## src/rtl/toy_pack.sv

```systemverilog
// Shared front-end types and constants.
// Covers the commit-side RAS record and the BPU redirect bundle.
package toy_pack;

  localparam int ADDR_WIDTH = 32;
  localparam int OFS_WIDTH  = 4;
  localparam int RAS_DEPTH  = 16;

  localparam logic [1:0] RAS_INST_NONE = 2'b00;
  localparam logic [1:0] RAS_INST_CALL = 2'b01;
  localparam logic [1:0] RAS_INST_RET  = 2'b10;
  localparam logic [1:0] RAS_INST_SWAP = 2'b11;

  localparam logic [ADDR_WIDTH-1:0] RAS_INC_C = ADDR_WIDTH'(2);
  localparam logic [ADDR_WIDTH-1:0] RAS_INC_I = ADDR_WIDTH'(4);

  typedef struct packed {
    logic [1:0]            inst_type;
    logic [ADDR_WIDTH-1:0] pc;
    logic [ADDR_WIDTH-1:0] pred_pc;
    logic [OFS_WIDTH-1:0]  offset;
    logic                  is_cext;
    logic                  carry;
    logic [ADDR_WIDTH-1:0] tgt_pc;
  } ras_pkg;

  typedef struct packed {
    logic [ADDR_WIDTH-1:0] pred_pc;
    logic [ADDR_WIDTH-1:0] tgt_pc;
    logic                  taken;
    logic [OFS_WIDTH-1:0]  offset;
    logic                  is_cext;
    logic                  carry;
    logic                  need_align;
  } bpu_pkg;

  // Wraps naturally at the top of the address space.
  function automatic logic [ADDR_WIDTH-1:0] ras_ret_addr(
    input logic [ADDR_WIDTH-1:0] pc,
    input logic                  cext
  );
    return pc + (cext ? RAS_INC_C : RAS_INC_I);
  endfunction

endpackage

```

## src/rtl/toy_fe_ras_stack.sv

```systemverilog
// Circular LIFO for return addresses.
// push+pop together overwrites the top slot in place.
module toy_fe_ras_stack #(
  parameter  int DEPTH = 16,
  parameter  int AW    = 32,
  localparam int PW    = $clog2(DEPTH)
) (
  input  logic          clk,
  input  logic          rst_n,
  input  logic          push_i,
  input  logic          pop_i,
  input  logic [AW-1:0] wdata_i,
  output logic [AW-1:0] top_o,
  output logic [PW:0]   count_o
);

  localparam logic [PW:0] FULL = (PW+1)'(DEPTH);

  logic [AW-1:0] mem_q [DEPTH];
  logic [PW-1:0] ptr_q;
  logic [PW-1:0] ptr_d;
  logic [PW:0]   cnt_q;
  logic [PW:0]   cnt_d;
  logic [PW-1:0] top_idx;
  logic [PW-1:0] wr_idx;
  logic          empty;
  logic          full;
  logic          do_push;
  logic          do_pop;

  assign top_idx = ptr_q - PW'(1);
  assign empty   = (cnt_q == '0);
  assign full    = (cnt_q == FULL);
  assign do_push = push_i & ~pop_i;
  assign do_pop  = pop_i & ~push_i & ~empty;
  assign wr_idx  = pop_i ? top_idx : ptr_q;

  always_comb begin
    ptr_d = ptr_q;
    cnt_d = cnt_q;
    unique case (1'b1)
      do_push: begin
        ptr_d = ptr_q + PW'(1);
        if (!full) cnt_d = cnt_q + (PW+1)'(1);
      end
      do_pop: begin
        ptr_d = ptr_q - PW'(1);
        cnt_d = cnt_q - (PW+1)'(1);
      end
      default: ;
    endcase
  end

  always_ff @(posedge clk) begin
    if (!rst_n) begin
      ptr_q <= '0;
      cnt_q <= '0;
    end else begin
      ptr_q <= ptr_d;
      cnt_q <= cnt_d;
    end
  end

  // Storage is not reset; reads are gated by count upstream.
  always_ff @(posedge clk) begin
    if (push_i) mem_q[wr_idx] <= wdata_i;
  end

  assign top_o   = mem_q[top_idx];
  assign count_o = cnt_q;

endmodule

```

## src/rtl/toy_fe_ras.sv

```systemverilog
// Commit-side return address stack.
// Issues a registered redirect when a committed return mispredicted.
module toy_fe_ras
  import toy_pack::*;
#(
  parameter  int RAS_DEPTH = toy_pack::RAS_DEPTH,
  localparam int PTR_WIDTH = $clog2(RAS_DEPTH)
) (
  input  logic               clk,
  input  logic               rst_n,
  input  logic               ras_flush,
  input  logic               ras_vld,
  input  ras_pkg             ras_pld,
  output logic               ras_chgflw_vld,
  output bpu_pkg             ras_chgflw_pld,
  output logic [PTR_WIDTH:0] ras_depth_o
);

  logic [ADDR_WIDTH-1:0] top;
  logic [ADDR_WIDTH-1:0] ret_addr;
  logic [PTR_WIDTH:0]    cnt;
  logic                  push;
  logic                  pop;
  logic                  redir;
  logic                  vld_q;
  bpu_pkg                pld_d;
  bpu_pkg                pld_q;

  assign push     = ras_vld & ras_pld.inst_type[0];
  assign pop      = ras_vld & ras_pld.inst_type[1];
  assign ret_addr = ras_ret_addr(ras_pld.pc, ras_pld.is_cext);

  toy_fe_ras_stack #(
    .DEPTH (RAS_DEPTH),
    .AW    (ADDR_WIDTH)
  ) u_stack (
    .clk     (clk),
    .rst_n   (rst_n),
    .push_i  (push),
    .pop_i   (pop),
    .wdata_i (ret_addr),
    .top_o   (top),
    .count_o (cnt)
  );

  always_comb begin
    redir = pop & (cnt != '0) & (top != ras_pld.tgt_pc) & ~ras_flush;
    pld_d = '0;
    if (redir) begin
      pld_d.pred_pc    = ras_pld.pred_pc;
      pld_d.tgt_pc     = top;
      pld_d.taken      = 1'b1;
      pld_d.offset     = ras_pld.offset;
      pld_d.is_cext    = ras_pld.is_cext;
      pld_d.carry      = ras_pld.carry;
      pld_d.need_align = 1'b0;
    end
  end

  always_ff @(posedge clk) begin
    if (!rst_n) begin
      vld_q <= 1'b0;
      pld_q <= '0;
    end else begin
      vld_q <= redir;
      pld_q <= pld_d;
    end
  end

  // A backend cancel also kills the redirect already in flight.
  assign ras_chgflw_vld = vld_q & ~ras_flush;
  assign ras_chgflw_pld = pld_q;
  assign ras_depth_o    = cnt;

endmodule

```

## config.mk

```make
export PLATFORM = sky130hd
export DESIGN_NAME = toy_fe_ras
export DESIGN_NICKNAME = d
export VERILOG_FILES = /design/src/rtl/toy_pack.sv /design/src/rtl/toy_fe_ras_stack.sv /design/src/rtl/toy_fe_ras.sv
export SDC_FILE = /design/constraint.sdc
export NUM_CORES = 1
export LEC_CHECK = 0
export CORE_ASPECT_RATIO = 1.25
export CORE_MARGIN = 5
export CORE_UTILIZATION = 60
export CTS_CLUSTER_SIZE = 20
export DETAILED_ROUTE_END_ITERATION = 8
export DONT_BUFFER_PORTS = 1
export GPL_TIMING_DRIVEN = 0
export PLACE_DENSITY = 0.76
export SETUP_SLACK_MARGIN = 0.15
export SYNTH_ARGS = -nofsm -noshare
export SYNTH_HDL_FRONTEND = slang
export SYNTH_SLANG_ARGS = --single-unit
```

## constraint.sdc

```tcl
create_clock -name clk -period 5.9 [get_ports clk]
set_clock_uncertainty 0.1 [all_clocks]
set_input_delay 1.18 -clock clk [delete_from_list [all_inputs] [get_ports clk]]
set_output_delay 1.18 -clock clk [all_outputs]
set_load 0.02 [all_outputs]
```

==> summary.md, run 1 <==
| Metric | Value |
|---|---|
| Top Ports | 186 |
| WL per Instance | 32.0 microns |
| Placer Congestion | 0.894 |
| Wirelength, routed | 64.0 mm |
| Most common cell after layout, fill and taps aside | edfxtp_1 |
| Critical path launch point type | flip-flop |
| Die W | 188 microns |
| Post-DP HPWL | 42.8 mm |
| Fin crit period | 5.63 ns |
| Share of layout cells above drive strength 1 | 22.3% |
| CTS tree | built |
| Pleak | 9.10 nW |
| Syn Inst Count | 1378 |
| Status | completed |
| Ys async rst share | 0% |
| Tcrit/Tclk final | 95.4% |
| Num CTS Buffers | 55 |
| Critical Path AT | 6.01 ns |
| Final Max Slew Viols | 0 |
| Pwr/cell area | 338 nW/um^2 |
| Syn Nets | 1495 |
| Yosys warning count | 0 |
| DIE HEIGHT | 233 microns |
| EDFF count, synth | 512 |
| RSZ-0062 raised after global routing | false |
| Yosys cell types | 62 |
| Worst-case clock buffer depth | 3 |
| Area of all sequential standard cells | 17000 sq um |
| CTS sink cnt | 592 |
| Post-Place Cells | 1896 |
| Core Util, Final | 69.0% |
| Placed cell area | 24900 sq um |
| Area Growth Syn to Fin | 13.5% |
| Power consumption | 9.12 mW |
| Seq/Total Area, Yosys | 71.4% |
| Final hold viol count | 0 |
| FP Rows | 81 |
| Vias in the first global route | 13500 |
| Syn Area/Cell | 17.2 sq um |
| First-pass GRT wire length | 91.7 mm |
| Post-Layout Cell Count | 2000 |
| Hold Path Class | reg -> reg |
| Gr usage total | 29.2% |
| Slew HR | 6.61% |
| Grt total ovfl | 0 |
| Clock Latency Late Sink | 0.60 ns |
| DR top layer | met5 |
| Die Area | 43700 sq um |
| Crit-path max FO | 10 |
| Worst Max-Slew Pin Slew | 1.40 ns |
| Fmax | 178 MHz |
| WS Path Type | reg -> reg |
| Vias/cell | 6.80 |
| Clock slew at the register clock pins of the worst setup and hold paths | 0.07 ns |
| Multi-input gate area | 6720 sq um |
| Peak VDD IR | 262 uV |
| # diodes | 0 |
| Worst endpoint required time | 6.28 ns |
| TritonRoute pass-1 iters | 7 |
| Final TNS setup | 0 ns |
| Antenna violations before repair | 3 |
| Vias | 13600 |
| Met2 Wirelength | 30.6 mm |
| Fillers | 2481 |
| I/O Buffers | 0 |
| Nets | 1573 |
| Syn Std Cell Area | 23800 sq um |
| Design area | 27000 sq um |
| Max_cap viols | 0 |
| #FFs+latches synth | 592 |
| CTS H-tree depth | 2 |
| Root buffer cell | clkbuf_16 |
| WL met1 | 22.6 mm |
| Largest net degree at the start of global routing | 23 |
| Commonest cells after routing, fill and taps aside | 512 x edfxtp_1, 96 x mux4_2, 84 x nand2_1, 80 x dfxtp_1, 79 x mux2i_1 |
| Final ANT Viol Nets | 0 |
| Final setup viols | 0 |
| CP Capture Type | flip-flop |
| Wire length on met3 | 7.43 mm |
| Starting Density | 60.8% |
| Drt drc | 0 |
| Drt initial violations | 1757 |
| Core area | 39100 sq um |
| Prevailing post-synth register cell | edfxtp_1 |
## metrics by stage
stage / worst slack (ns) / hold WS, ns
5_1_grt: 0.149 / 0.560
2_1_floorplan: 0.822 / 0.508
4_1_cts: 0.175 / 0.560
6_report: 0.270 / 0.560
3_3_place_gp: -2.78 / 0.540
3_5_place_dp: -2.01 / 0.552
## critical path, stage by stage, from the launching register on
cell and delay [ns]:
dfxtp_1 0.34, buf_4 0.24, buf_6 0.24, clkinvlp_4 0.18, buf_4 0.26, clkbuf_2 0.24
ha_2 0.37, clkbuf_1 0.26, buf_2 0.39, nor2b_2 0.56, a32oi_1 0.23, and2_1 0.23
o211ai_1 0.41, o2111ai_1 0.29, nor4_2 0.46, a21oi_4 0.18, clkbuf_4 0.28, and2_1 0.19
## metal layers
layer | GRT usage, % | vias up
li1 | - | 5514
met1 | 38.4 | 6853
met4 | 13.7 | 2
met2 | 46.8 | 1022
met3 | 6.71 | 212
met5 | 0 | -
## path summary, 6_finish.rpt
kind	depth (start not counted)	startpoint	end	slack (ns)
setup / recovery	17	u_stack.ptr_q[0]	ras_chgflw_pld[38]	0.27
setup reg to reg	17	u_stack.ptr_q[0]	ras_chgflw_pld[38]	0.27
hold / removal	2	u_stack.count_o[3]	u_stack.count_o[3]	0.56
hold reg to reg	2	u_stack.count_o[3]	u_stack.count_o[3]	0.56
## Yosys cell counts, types with 6 or more instances
cell | instances | area [sq um]
nor2b_1 | 7 | 43.8
a32oi_1 | 9 | 78.8
and2_1 | 62 | 388
clkbuf_1 | 27 | 101
o211a_1 | 8 | 80.1
a211oi_1 | 6 | 45.0
xor2_1 | 28 | 245
xnor2_1 | 38 | 333
nand3b_1 | 12 | 90.1
dfxtp_1 | 80 | 1600
nor3b_1 | 30 | 225
buf_4 | 10 | 75.1
edfxtp_1 | 512 | 15400
nand4_1 | 13 | 81.3
inv_1 | 11 | 41.3
buf_2 | 20 | 100
mux4_2 | 96 | 2160
nand2_1 | 84 | 315
nand3_1 | 30 | 150
ha_1 | 7 | 87.6
and3_1 | 13 | 81.3
o21ai_0 | 8 | 40.0
a21oi_1 | 11 | 55.1
nor3_1 | 20 | 100
nor2_1 | 56 | 210
mux2_2 | 17 | 191
a22oi_1 | 9 | 67.6
mux2i_1 | 82 | 821
## final cells by class
type	count	share of cell area, %
Clock buffer	69	5.57
Multi-Input combinational cell	704	24.9
Buffer	71	1.65
Clock inverter	34	0.965
Timing Repair Buffer	21	1.48
Sequential cell	592	62.9
Inverter	11	0.167
Tap cell	498	2.31
## flip-flops by register name, summed over array words and instances, names as in the netlist
register,cells
u_stack.mem_q,512
ras_chgflw_pld,70
u_stack.count_o,5
u_stack.ptr_q,4
vld_q,1
## report_power, final
group / switching [mW] / internal [mW] / total, mW
registers: 0.0189 / 4.60 / 4.62
logic: 0.651 / 0.380 / 1.03
clock network: 1.53 / 1.94 / 3.46
## logic make-up (layout without fill, tap and decap cells)
logic type                 after synthesis  after routing  synth area share, %
AOI/OAI and AO/OA                       84             84                 2.63
xor gates and xnor gates                67             67                 2.50
adders and majority gates                9              9                0.537
buffers and inverters                   82            206                 1.75
DFF                                    592            592                 71.4
muxes                                  195            195                 13.4
other                                    1              1               0.0158
and+or+nand+nor                        348            348                 7.79
## repair_timing
| action | 4_1_cts | 5_1_grt |
|---|---|---|
| hold buffers | 0 | 0 |
| pin swaps | 1 | 1 |
| resized for setup | 43 | 21 |
| setup endpoints to repair | 583 | 66 |
| buffers inserted | 1 | 0 |
No activity file was read; power rests on OpenSTA's default activity.
==> run 2, diff against run 1 <==
--- a/config.mk
+++ b/config.mk
@@ -5,7 +5,7 @@
 export SDC_FILE = /design/constraint.sdc
 export NUM_CORES = 1
 export LEC_CHECK = 0
-export CORE_ASPECT_RATIO = 1.25
+export CAP_MARGIN = 20
 export CORE_MARGIN = 5
 export CORE_UTILIZATION = 60
 export CTS_CLUSTER_SIZE = 20
==> summary.md, run 2 (synthesis results as in run 1) <==
| Metric | Value |
|---|---|
| Status | completed |
| Max reg flops | 512 (unchanged) |
| Commonest cells after routing, fill and taps aside | 512 x edfxtp_1, 96 x mux4_2, 84 x nand2_1, 80 x dfxtp_1, 78 x mux2i_1 |
| First-pass GRT wire length | 92.7 mm (+1.2%) |
| Largest net degree at the start of global routing | 22 (-4.3%) |
| Final TNS setup | 0 ns (unchanged) |
| Num CTS Buffers | 56 (+1.8%) |
| Placed cell area | 25100 sq um (+0.76%) |
| Worst-case clock buffer depth | 3 (unchanged) |
| Grt total ovfl | 0 (unchanged) |
| Core area | 39500 sq um (+0.86%) |
| Final ANT Viol Nets | 0 (unchanged) |
| Slowest stage delay, CP | 0.34 ns (-0.22 ns) |
| Min-Delay Startpoint | u_stack.count_o[3] |
| FP Rows | 73 (-9.9%) |
| Starting Density | 60.2% (-0.52 points) |
| Slew HR | 23.1% (+16 points) |
| Pleak | 9.18 nW (+0.93%) |
| Worst Max-Slew Pin Slew | 1.15 ns (-0.248 ns) |
| End of the worst hold path | u_stack.count_o[3] |
| Fillers | 2467 (-0.56%) |
| Slack of the worst reg-to-reg path | 0.24 ns (-0.03 ns) |
| Drt drc | 0 (unchanged) |
| Crit-path max FO | 10 (unchanged) |
| Hold Path Class | reg -> reg |
| RSZ-0062 raised after global routing | false |
| Power consumption | 9.18 mW (+0.66%) |
| RR Startpoint | u_stack.ptr_q[0] |
| Gr usage total | 29.4% (+0.26 points) |
| Vias/cell | 6.68 (-1.9%) |
| DIE HEIGHT | 209 microns (-10%) |
| Final setup viols | 0 (unchanged) |
| Placer Congestion | 0.901 (+0.70%) |
| TritonRoute pass-1 iters | 7 (unchanged) |
| Critical path launch point type | flip-flop |
| Drt initial violations | 1974 (+12%) |
| CP Capture Type | flip-flop |
| WL per Instance | 31.8 microns (-0.69%) |
| Critical Path AT | 6.05 ns (+0.04 ns) |
| CTS tree | built |
| Critical path's top delay family | buffers and inverters |
| Pwr/cell area | 337 nW/um^2 (-0.35%) |
| I/O Buffers | 0 (unchanged) |
| Vias in the first global route | 13500 (-0.23%) |
| CTS sink cnt | 592 (unchanged) |
| Die Area | 43700 sq um (about the same) |
| Share of layout cells above drive strength 1 | 22.5% (+0.17 points) |
| Post-DP HPWL | 42.5 mm (-0.81%) |
| Peak VDD IR | 261 uV (-0.51%) |
| Hold path cells | 2 (unchanged) |
| Tcrit/Tclk final | 95.9% (+0.47 points) |
| Wirelength, routed | 65.2 mm (+1.9%) |
| Max_cap viols | 0 (unchanged) |
| Area Growth Syn to Fin | 14.6% |
| Cell Chain, Critical Path | buf_4, buf_6, clkinvlp_4, buf_8, clkbuf_2, ha_2, xor2_4, buf_6, buf_8, buf_6, buf_6, mux2i_1, mux2i_1, xnor2_2, nand4_1, nor4_4, o2111a_1, a21oi_4, buf_12, clkbuf_2, buf_16, and2_1 |
| Clock slew at the register clock pins of the worst setup and hold paths | 0.06 ns (about the same) |
| Root buffer cell | clkbuf_16 |
| Antenna violations before repair | 2 (-1) |
| Fin crit period | 5.66 ns (+0.0276 ns) |
| Top Ports | 186 (unchanged) |
| Worst reg2reg path depth | 22 (+5) |
| Final hold viol count | 0 (unchanged) |
| Crit path buffers/inverters | 12 (+4) |
| WS Path Type | reg -> reg |
| Crit Reg-Reg Endpoint | ras_chgflw_pld[23] |
| Reg with most FFs | u_stack.mem_q |
| Final Max Slew Viols | 0 (unchanged) |
| Design area | 27200 sq um (+1.0%) |
| Fmax | 177 MHz (-0.49%) |
| Worst endpoint required time | 6.29 ns (about the same) |
| Nets | 1595 (+1.4%) |
| CP max-delay cell | dfxtp_1 |
| Most common cell after layout, fill and taps aside | edfxtp_1 |
| Top cell by count, worst path | buf_6 |
| Clock Latency Late Sink | 0.61 ns (about the same) |
| Worst Setup SP | u_stack.ptr_q[0] |
| Die W | 209 microns (+11%) |
| Vias | 13700 (+0.75%) |
| CTS H-tree depth | 2 (unchanged) |
-- run 2: changes by cell type in the layout (fill, tap and decap cells not counted), sizes merged --
cell,previous run,this run
inv,13,10
bufinv,3,0
diode,0,2
buf,59,82
clkbuf,102,127
clkinv,27,10
clkinvlp,2,1
-- run 2: report_power, final --
group / internal (mW) / total, mW / switching, mW
clock network: 1.98 / 3.49 / 1.51
logic: 0.400 / 1.07 / 0.668
registers: 4.60 / 4.62 / 0.0189
total: 6.98 / 9.18 / 2.19
-- run 2: what timing repair did --
| action | CTS | global route |
|---|---|---|
| resized for setup | 45 | 23 |
| buffers inserted | 1 | 5 |
| setup endpoints to repair | 559 | 46 |
| pin swaps | 3 | 3 |
| hold buffers | 0 | 0 |
-- run 2: how the worst max path moves through the flow --
stage	to	slack [ns]	cells after the start
after floorplan	u_stack.mem_q[0][0]	0.82	14
after global placement	u_stack.mem_q[0][12]	-2.95	14
after detailed placement	ras_chgflw_pld[23]	-1.67	21
after CTS	ras_chgflw_pld[9]	0.15	18
after global routing	ras_chgflw_pld[23]	0.11	22
final	ras_chgflw_pld[23]	0.24	22
-- run 2: tightest hold or removal path, stage by stage (launching register included) --
cell     delay (ns)
dfxtp_1        0.41
a21oi_1        0.16
nor2b_1        0.05
-- run 2: final cells by class --
class                      instances  area, sq um  share of cell area [%]
clock inverter                    10         63.8                   0.234
tap                              525          657                    2.41
sequential                       592        17000                    62.3
inverter                          11         45.0                   0.165
clock buffer                      96         1730                    6.33
antenna                            2         5.00                  0.0184
timing repair buffer              44          636                    2.33
buffer                            69          449                    1.65
multi-input combinational        704         6690                    24.6
-- run 2: through the flow --
stage | instances | hold WS, ns | setup WS [ns] | util, %
3_5_place_dp | 1936 | 0.553 | -1.67 | 63.7
2_1_floorplan | 1378 | 0.508 | 0.822 | -
5_1_grt | 2051 | 0.546 | 0.108 | 69.0
6_report | 2053 | 0.564 | 0.242 | 69.1
4_1_cts | 2042 | 0.542 | 0.152 | 68.6
3_3_place_gp | 1903 | 0.537 | -2.95 | 61.9
-- run 2: layer usage --
layer / vias up / track usage (%) / share of wire (%)
li1: 5574 / - / -
met1: 6924 / 39.2 / 36
met2: 1017 / 48.0 / 48
met3: 190 / 6.88 / 12
met4: 0 / 11.3 / 4.1
met5: - / 0 / 0
